## src/rtl/skew_feeder_if.sv

```systemverilog
// Operand bus between the operand SRAM side (master) and the skew feeder
// (slave), plus the staged lanes going out to the PE array edge.
//
// Handshake: a vector moves on a rising clock edge exactly when IN_VALID and
// IN_READY are both 1 in the cycle before that edge. IN_DATA must be stable
// while IN_VALID is 1. IN_READY never depends on IN_VALID. OUT_VALID is a
// per-lane qualifier with no back-pressure; the PE array always takes it.
interface skew_feeder_if #(
  parameter int NUM_LANES   = 32,
  parameter int OPND_BWIDTH = 8
);
  logic                             IN_VALID;
  logic                             IN_READY;
  logic [NUM_LANES*OPND_BWIDTH-1:0] IN_DATA;
  logic [NUM_LANES*OPND_BWIDTH-1:0] OUT_DATA;
  logic [NUM_LANES-1:0]             OUT_VALID;

  modport master (
    output IN_VALID, IN_DATA,
    input  IN_READY, OUT_DATA, OUT_VALID
  );

  modport slave (
    input  IN_VALID, IN_DATA,
    output IN_READY, OUT_DATA, OUT_VALID
  );
endinterface

```

## src/rtl/skew_feeder.sv

```systemverilog
// Operand staging unit: accepts one NUM_LANES-wide vector per cycle and
// presents it to the PE array edge either diagonally skewed (lane i delayed
// i cycles) or aligned, then drains the skew tail and pulses DONE.
module skew_feeder #(
  parameter int NUM_LANES      = 32,
  parameter int NUM_LANES_LOG2 = 5,
  parameter int OPND_BWIDTH    = 8,
  parameter int MAX_LEN_LOG2   = 9
) (
  input  logic                    CLK,
  input  logic                    RSTn,
  input  logic                    STALL,
  input  logic                    START,
  input  logic                    MODE_SKEW_in,
  input  logic [MAX_LEN_LOG2-1:0] LEN_in,
  skew_feeder_if.slave            bus,
  output logic                    BUSY_out,
  output logic                    DONE_out,
  output logic [1:0]              dbg_state
);

  typedef enum logic [1:0] {S_IDLE, S_LOAD, S_DRAIN, S_DONE} state_t;

  // Drain runs NUM_LANES-1 cycles: counter values 0 .. NUM_LANES-2.
  localparam logic [NUM_LANES_LOG2-1:0] DRAIN_LAST = NUM_LANES_LOG2'(NUM_LANES - 2);
  localparam logic [NUM_LANES_LOG2-1:0] DRAIN_ONE  = NUM_LANES_LOG2'(1);
  localparam logic [MAX_LEN_LOG2-1:0]   LEN_ONE    = MAX_LEN_LOG2'(1);

  state_t                    state_q, state_d;
  logic [MAX_LEN_LOG2-1:0]   rem_q, rem_d;
  logic [NUM_LANES_LOG2-1:0] drain_q, drain_d;
  logic                      mode_q, mode_d;
  logic                      xfer;

  assign bus.IN_READY = (state_q == S_LOAD) & ~STALL;
  assign xfer         = bus.IN_VALID & bus.IN_READY;
  assign BUSY_out     = (state_q != S_IDLE);
  assign DONE_out     = (state_q == S_DONE);
  assign dbg_state    = state_q;

  // Control registers; STALL freezes the FSM and both counters.
  always_ff @(posedge CLK) begin
    if (!RSTn) begin
      state_q <= S_IDLE;
      rem_q   <= '0;
      drain_q <= '0;
      mode_q  <= 1'b0;
    end else if (!STALL) begin
      state_q <= state_d;
      rem_q   <= rem_d;
      drain_q <= drain_d;
      mode_q  <= mode_d;
    end
  end

  // Next-state and counter updates; mode and length are captured only at START.
  always_comb begin
    state_d = state_q;
    rem_d   = rem_q;
    drain_d = drain_q;
    mode_d  = mode_q;
    case (state_q)
      S_IDLE: begin
        if (START) begin
          mode_d  = MODE_SKEW_in;
          rem_d   = LEN_in;
          drain_d = '0;
          state_d = (LEN_in == '0) ? S_DONE : S_LOAD;
        end
      end
      S_LOAD: begin
        if (xfer) begin
          rem_d = rem_q - LEN_ONE;
          if (rem_q == LEN_ONE) begin
            drain_d = '0;
            state_d = mode_q ? S_DRAIN : S_DONE;
          end
        end
      end
      S_DRAIN: begin
        if (drain_q == DRAIN_LAST) state_d = S_DONE;
        else                       drain_d = drain_q + DRAIN_ONE;
      end
      S_DONE:  state_d = S_IDLE;
      default: state_d = S_IDLE;
    endcase
  end

  // Per-lane shift chains: lane g has g+1 stages of {valid, data}. Stage 0 is
  // loaded on a transfer and otherwise gets a bubble. In aligned mode the
  // deeper stages are flushed with bubbles so a later skewed pass never sees
  // leftover vectors from an aligned pass.
  for (genvar g = 0; g < NUM_LANES; g++) begin : g_lane
    logic [OPND_BWIDTH:0] chain [g+1];
    logic [OPND_BWIDTH:0] lane_out;

    // Advance the chain one stage per un-stalled cycle.
    always_ff @(posedge CLK) begin
      if (!RSTn) begin
        for (int k = 0; k <= g; k++) chain[k] <= '0;
      end else if (!STALL) begin
        chain[0] <= xfer ? {1'b1, bus.IN_DATA[g*OPND_BWIDTH +: OPND_BWIDTH]} : '0;
        for (int k = 1; k <= g; k++) chain[k] <= mode_q ? chain[k-1] : '0;
      end
    end

    // Bubbles carry zero data, so OUT_DATA is already 0 whenever valid is 0.
    assign lane_out = mode_q ? chain[g] : chain[0];
    assign bus.OUT_VALID[g] = lane_out[OPND_BWIDTH];
    assign bus.OUT_DATA[g*OPND_BWIDTH +: OPND_BWIDTH] = lane_out[OPND_BWIDTH-1:0];
  end

endmodule

```

## src/flat_wrapper.sv

```systemverilog
// flat-port wrapper written by rule: the top's interface ports become plain ports
module skew_feeder_flat 
#(
  parameter int NUM_LANES      = 32,
  parameter int NUM_LANES_LOG2 = 5,
  parameter int OPND_BWIDTH    = 8,
  parameter int MAX_LEN_LOG2   = 9
)
  (CLK, RSTn, STALL, START, MODE_SKEW_in, LEN_in, BUSY_out, DONE_out, dbg_state, bus_IN_VALID, bus_IN_DATA, bus_IN_READY, bus_OUT_DATA, bus_OUT_VALID);
  skew_feeder_if #(.NUM_LANES(NUM_LANES), .OPND_BWIDTH(OPND_BWIDTH)) bus_i ();
  input  logic CLK;
  input  logic RSTn;
  input  logic STALL;
  input  logic START;
  input  logic MODE_SKEW_in;
  input  logic [MAX_LEN_LOG2-1:0] LEN_in;
  output logic BUSY_out;
  output logic DONE_out;
  output logic [1:0] dbg_state;
  input wire logic [$bits(bus_i.IN_VALID)-1:0] bus_IN_VALID;
  input wire logic [$bits(bus_i.IN_DATA)-1:0] bus_IN_DATA;
  output wire logic [$bits(bus_i.IN_READY)-1:0] bus_IN_READY;
  output wire logic [$bits(bus_i.OUT_DATA)-1:0] bus_OUT_DATA;
  output wire logic [$bits(bus_i.OUT_VALID)-1:0] bus_OUT_VALID;
  assign bus_i.IN_VALID = bus_IN_VALID;
  assign bus_i.IN_DATA = bus_IN_DATA;
  assign bus_IN_READY = bus_i.IN_READY;
  assign bus_OUT_DATA = bus_i.OUT_DATA;
  assign bus_OUT_VALID = bus_i.OUT_VALID;
  skew_feeder #(.NUM_LANES(NUM_LANES), .NUM_LANES_LOG2(NUM_LANES_LOG2), .OPND_BWIDTH(OPND_BWIDTH), .MAX_LEN_LOG2(MAX_LEN_LOG2)) u_core (.CLK(CLK), .RSTn(RSTn), .STALL(STALL), .START(START), .MODE_SKEW_in(MODE_SKEW_in), .LEN_in(LEN_in), .bus(bus_i), .BUSY_out(BUSY_out), .DONE_out(DONE_out), .dbg_state(dbg_state));
endmodule
```

## config.mk

```make
export PLATFORM = sky130hd
export DESIGN_NAME = skew_feeder_flat
export DESIGN_NICKNAME = d
export VERILOG_FILES = /design/src/rtl/skew_feeder_if.sv /design/src/rtl/skew_feeder.sv /design/src/flat_wrapper.sv
export SDC_FILE = /design/constraint.sdc
export NUM_CORES = 2
export LEC_CHECK = 0
export ABC_CLOCK_PERIOD_IN_PS = 176900
export CAP_MARGIN = 20
export CORE_MARGIN = 1
export CORE_UTILIZATION = 35
export DETAILED_ROUTE_END_ITERATION = 8
export GPL_ROUTABILITY_DRIVEN = 0
export HOLD_SLACK_MARGIN = 0.15
export MAX_ROUTING_LAYER = met4
export PLACE_DENSITY = 0.56
export SETUP_SLACK_MARGIN = 0.5
export SYNTH_ARGS = -nofsm -noshare
export SYNTH_HDL_FRONTEND = slang
export SYNTH_MEMORY_MAX_BITS = 65536
export SYNTH_SLANG_ARGS = --single-unit
```

## constraint.sdc

```tcl
create_clock -name CLK -period 176.9 [get_ports CLK]
set_clock_uncertainty 0.15 [all_clocks]
set_input_delay 17.69 -clock CLK [delete_from_list [all_inputs] [get_ports CLK]]
set_output_delay 17.69 -clock CLK [all_outputs]
set_load 0.02 [all_outputs]
```

==> run metrics <==
Max stage delay on crit path=0.65 ns; Final Max Slew Viols=0; ordered cell list for the critical path=clkdlybuf4s50_1, nor2b_1, clkdlybuf4s50_1; Post-Synth Simple-Gate Area=16.9%; dpl hpwl=141 mm; dpl cell area=~170000 um^2; vias=74900; P per Cell Area=about 12 nW/um^2; Clock Path Buffers=4; H-tree depth=5; synth cell count leaders=edfxtp_1 (4264), and2_1 (3209), and3_1 (1057); core area=between 400000 and 500000 um^2; CTS tree=yes; Adder-Cell Fraction of Synth Area=less than 1%; Finish-stage setup viols=0; post-CTS setup buffer count=0; crit path capture type=output port; DR pass1 iterations=8; min Tclk post-route=37.11 ns; Die W=681 um; largest net degree at the start of global routing=296; mux share of post-synthesis cell area=1.75%; Compound-Gate Fraction of Synth Area=0.206%; GRT Total Usage=12.1%; Wirelength per Cell=16.7 um; starting density of the core=35.3%; top-area cell type share of the netlist area=79.4%; Fmax achieved=26.9 MHz; Post-DRT Antenna Nets=0; Max stage delay cell, worst path=clkdlybuf4s50_1; DR iter-0 viols=a little under 6000; Hold Crit Class=flip-flop to flip-flop; XOR/XNOR Fraction of Synth Area=0%; layout net count=roughly 10000; multi-input combinational cell area=30500 um^2; most area-hungry cell type in the Yosys netlist=edfxtp_1; grt ovf=0; number of global-route vias before repair=75900; #FFs+latches synth=4281; Worst Path Buf+Inv=2; sequential area share after synthesis=79.6%; initial antenna violation count=27; Top cell by count, worst path=clkdlybuf4s50_1; peak supply drop=~0.0095 mV; status=finished with violations; share of cells above drive strength 1=under 10%; Final Hold Fails=0; clock sink count=4281; Die ar.=464000 um^2; number of buffers created by CTS=441; Worst-path clk slew=0.06 ns; worst slew pin tran=1.33 ns; total negative slack=0 ns; max-cap violations=0; Fillers=between 40000 and 50000; Ports=~560; CP startpoint kind=primary input; first-pass GRT wire length=444 mm; Primary FF master, synth=edfxtp_1; final WL=approximately 280 mm; port buffer count=563; Reg area=128000 um^2; number of synthesized flops with an enable pin=between 4000 and 5000; CTS hold repair buffers=0; YS warnings=0; most frequent cell after synthesis=edfxtp_1; max_slew headroom=about 12%; leakage=74.7 nW; synth top area cells=edfxtp_1 (79%), and2_1 (12%), and3_1 (4.1%); Post-Synthesis Cells=9618; crit path DAT=between 15 and 20 ns; Residual DRC=138; root buffer cell=clkbuf_16; later-pin clock latency in the skew report=just under 1 ns; asr flop ratio synth=0%; Synth Net Count=9898; area grow syn2layout=16.5%; failing checks=DRC; Mapped Area=161000 um^2; RSZ-0062 raised after global routing=false; final worst-path cycle share=21.0%; main combinational cell family by area after synthesis=simple AND/OR/NAND/NOR gates; cts repair resizes=0; post-synth cell types=50; kind of critical path=primary input to output port; CP top delay family=buffers and inverters; chip height=681 um; Req. time, crit path=159.06 ns; Max Fanout on Critical Path=9; Site Rows=248; Vias/cell=4.51; Avg Cell Area, Syn=16.8 um^2; fin area=188000 um^2
-- flip-flops by register name, indices dropped and copies added (netlist names) --
signal	flops
u_core.g_lane.chain	4264
u_core.dbg_state	2
u_core.drain_q	5
u_core.mode_q	1
u_core.rem_q	9
-- power breakdown --
part	internal [mW]	total, mW	switching (mW)	leakage, nW
clock	0.528	0.925	0.397	6.99
sequential	1.16	1.17	0.0133	47.6
combinational	0.0223	0.0663	0.0441	20.1
total	1.71	2.16	0.454	74.7
-- metal layers --
layer | global-route usage [%] | wire length [um]
met2 | 17.6 | 123000
met3 | 2.21 | 12600
met4 | 3.02 | 6400
met1 | 17.5 | 136000
met5 | - | 0
-- area by class of cell --
type,instances,area share [%]
clock buffers,522,6.05
repair buffers,671,3.67
diodes,6,0.00799
multi-input cells,4691,16.2
clock inverters,304,1.63
well taps,6125,4.08
flip-flops and latches,4281,68.3
inverters,11,0.0220
-- through the flow --
| stage | cells | util (%) | hold WS (ns) | total power [mW] | worst slack, ns |
|---|---|---|---|---|---|
| after floorplan | 9618 | - | 0.314 | 1.45 | 61.50 |
| after global placement | 15800 | 37.8 | 0.345 | 1.26 | 139.75 |
| after detailed placement | 15800 | 37.8 | 0.351 | 1.26 | 139.80 |
| after CTS | 16600 | 41.0 | 0.274 | 2.20 | 139.79 |
| after global routing | 16600 | 41.1 | 0.303 | 2.24 | 139.70 |
| final | 16600 | 41.1 | 0.293 | 2.16 | 139.79 |
-- cells by family (layout without fill, tap and decap cells) --
kind of cell,after synthesis,count (layout)
AOI/OAI and AO/OA,47,47
adders and majority gates,9,9
DFF,4281,4281
buffers and inverters,646,1508
other,0,6
and+or+nand+nor,4384,4384
muxes,251,251
-- cells in the final DEF, fill, tap and decap left out, types with 3 or more instances in the layout --
| cell | instances |
|---|---|
| clkinv_2 | 79 |
| mux2i_1 | 3 |
| ha_1 | 9 |
| o21ai_0 | 13 |
| buf_12 | 16 |
| clkdlybuf4s50_1 | 562 |
| nor4_1 | 4 |
| clkinv_1 | 124 |
| bufinv_16 | 46 |
| diode_2 | 6 |
| a31oi_1 | 3 |
| clkbuf_1 | 80 |
| and2_1 | 3209 |
| edfxtp_1 | 4264 |
| clkinv_8 | 5 |
| a21oi_1 | 8 |
| buf_16 | 12 |
| inv_6 | 4 |
| a211oi_1 | 5 |
| clkbuf_16 | 442 |
| mux2_2 | 248 |
| nor3_1 | 3 |
| inv_1 | 11 |
| nor2b_1 | 7 |
| clkinv_4 | 7 |
| nand2_1 | 74 |
| dfxtp_1 | 16 |
| clkinvlp_4 | 19 |
| inv_16 | 6 |
| clkinv_16 | 12 |
| and3_1 | 1056 |
| nor2_1 | 13 |
| buf_4 | 80 |
-- path summary, 6_finish.rpt --
| kind | from | endpoint | cells past startpoint | slack (ns) |
|---|---|---|---|---|
| setup / recovery | STALL | bus_IN_READY | 3 | 139.79 |
| hold / removal | u_core.g_lane[14].chain[0][16]$_SDFFCE_PN0P_ | u_core.g_lane[14].chain[0][25]$_SDFFCE_PN0P_ | 1 | 0.29 |
| setup reg to reg | u_core.mode_q$_SDFFE_PN0P_ | u_core.g_lane[19].chain[0][148]$_SDFFCE_PN0P_ | 10 | 169.28 |
| hold reg to reg | u_core.g_lane[14].chain[0][16]$_SDFFCE_PN0P_ | u_core.g_lane[14].chain[0][25]$_SDFFCE_PN0P_ | 1 | 0.29 |
Power figures use the tool's default switching activity.
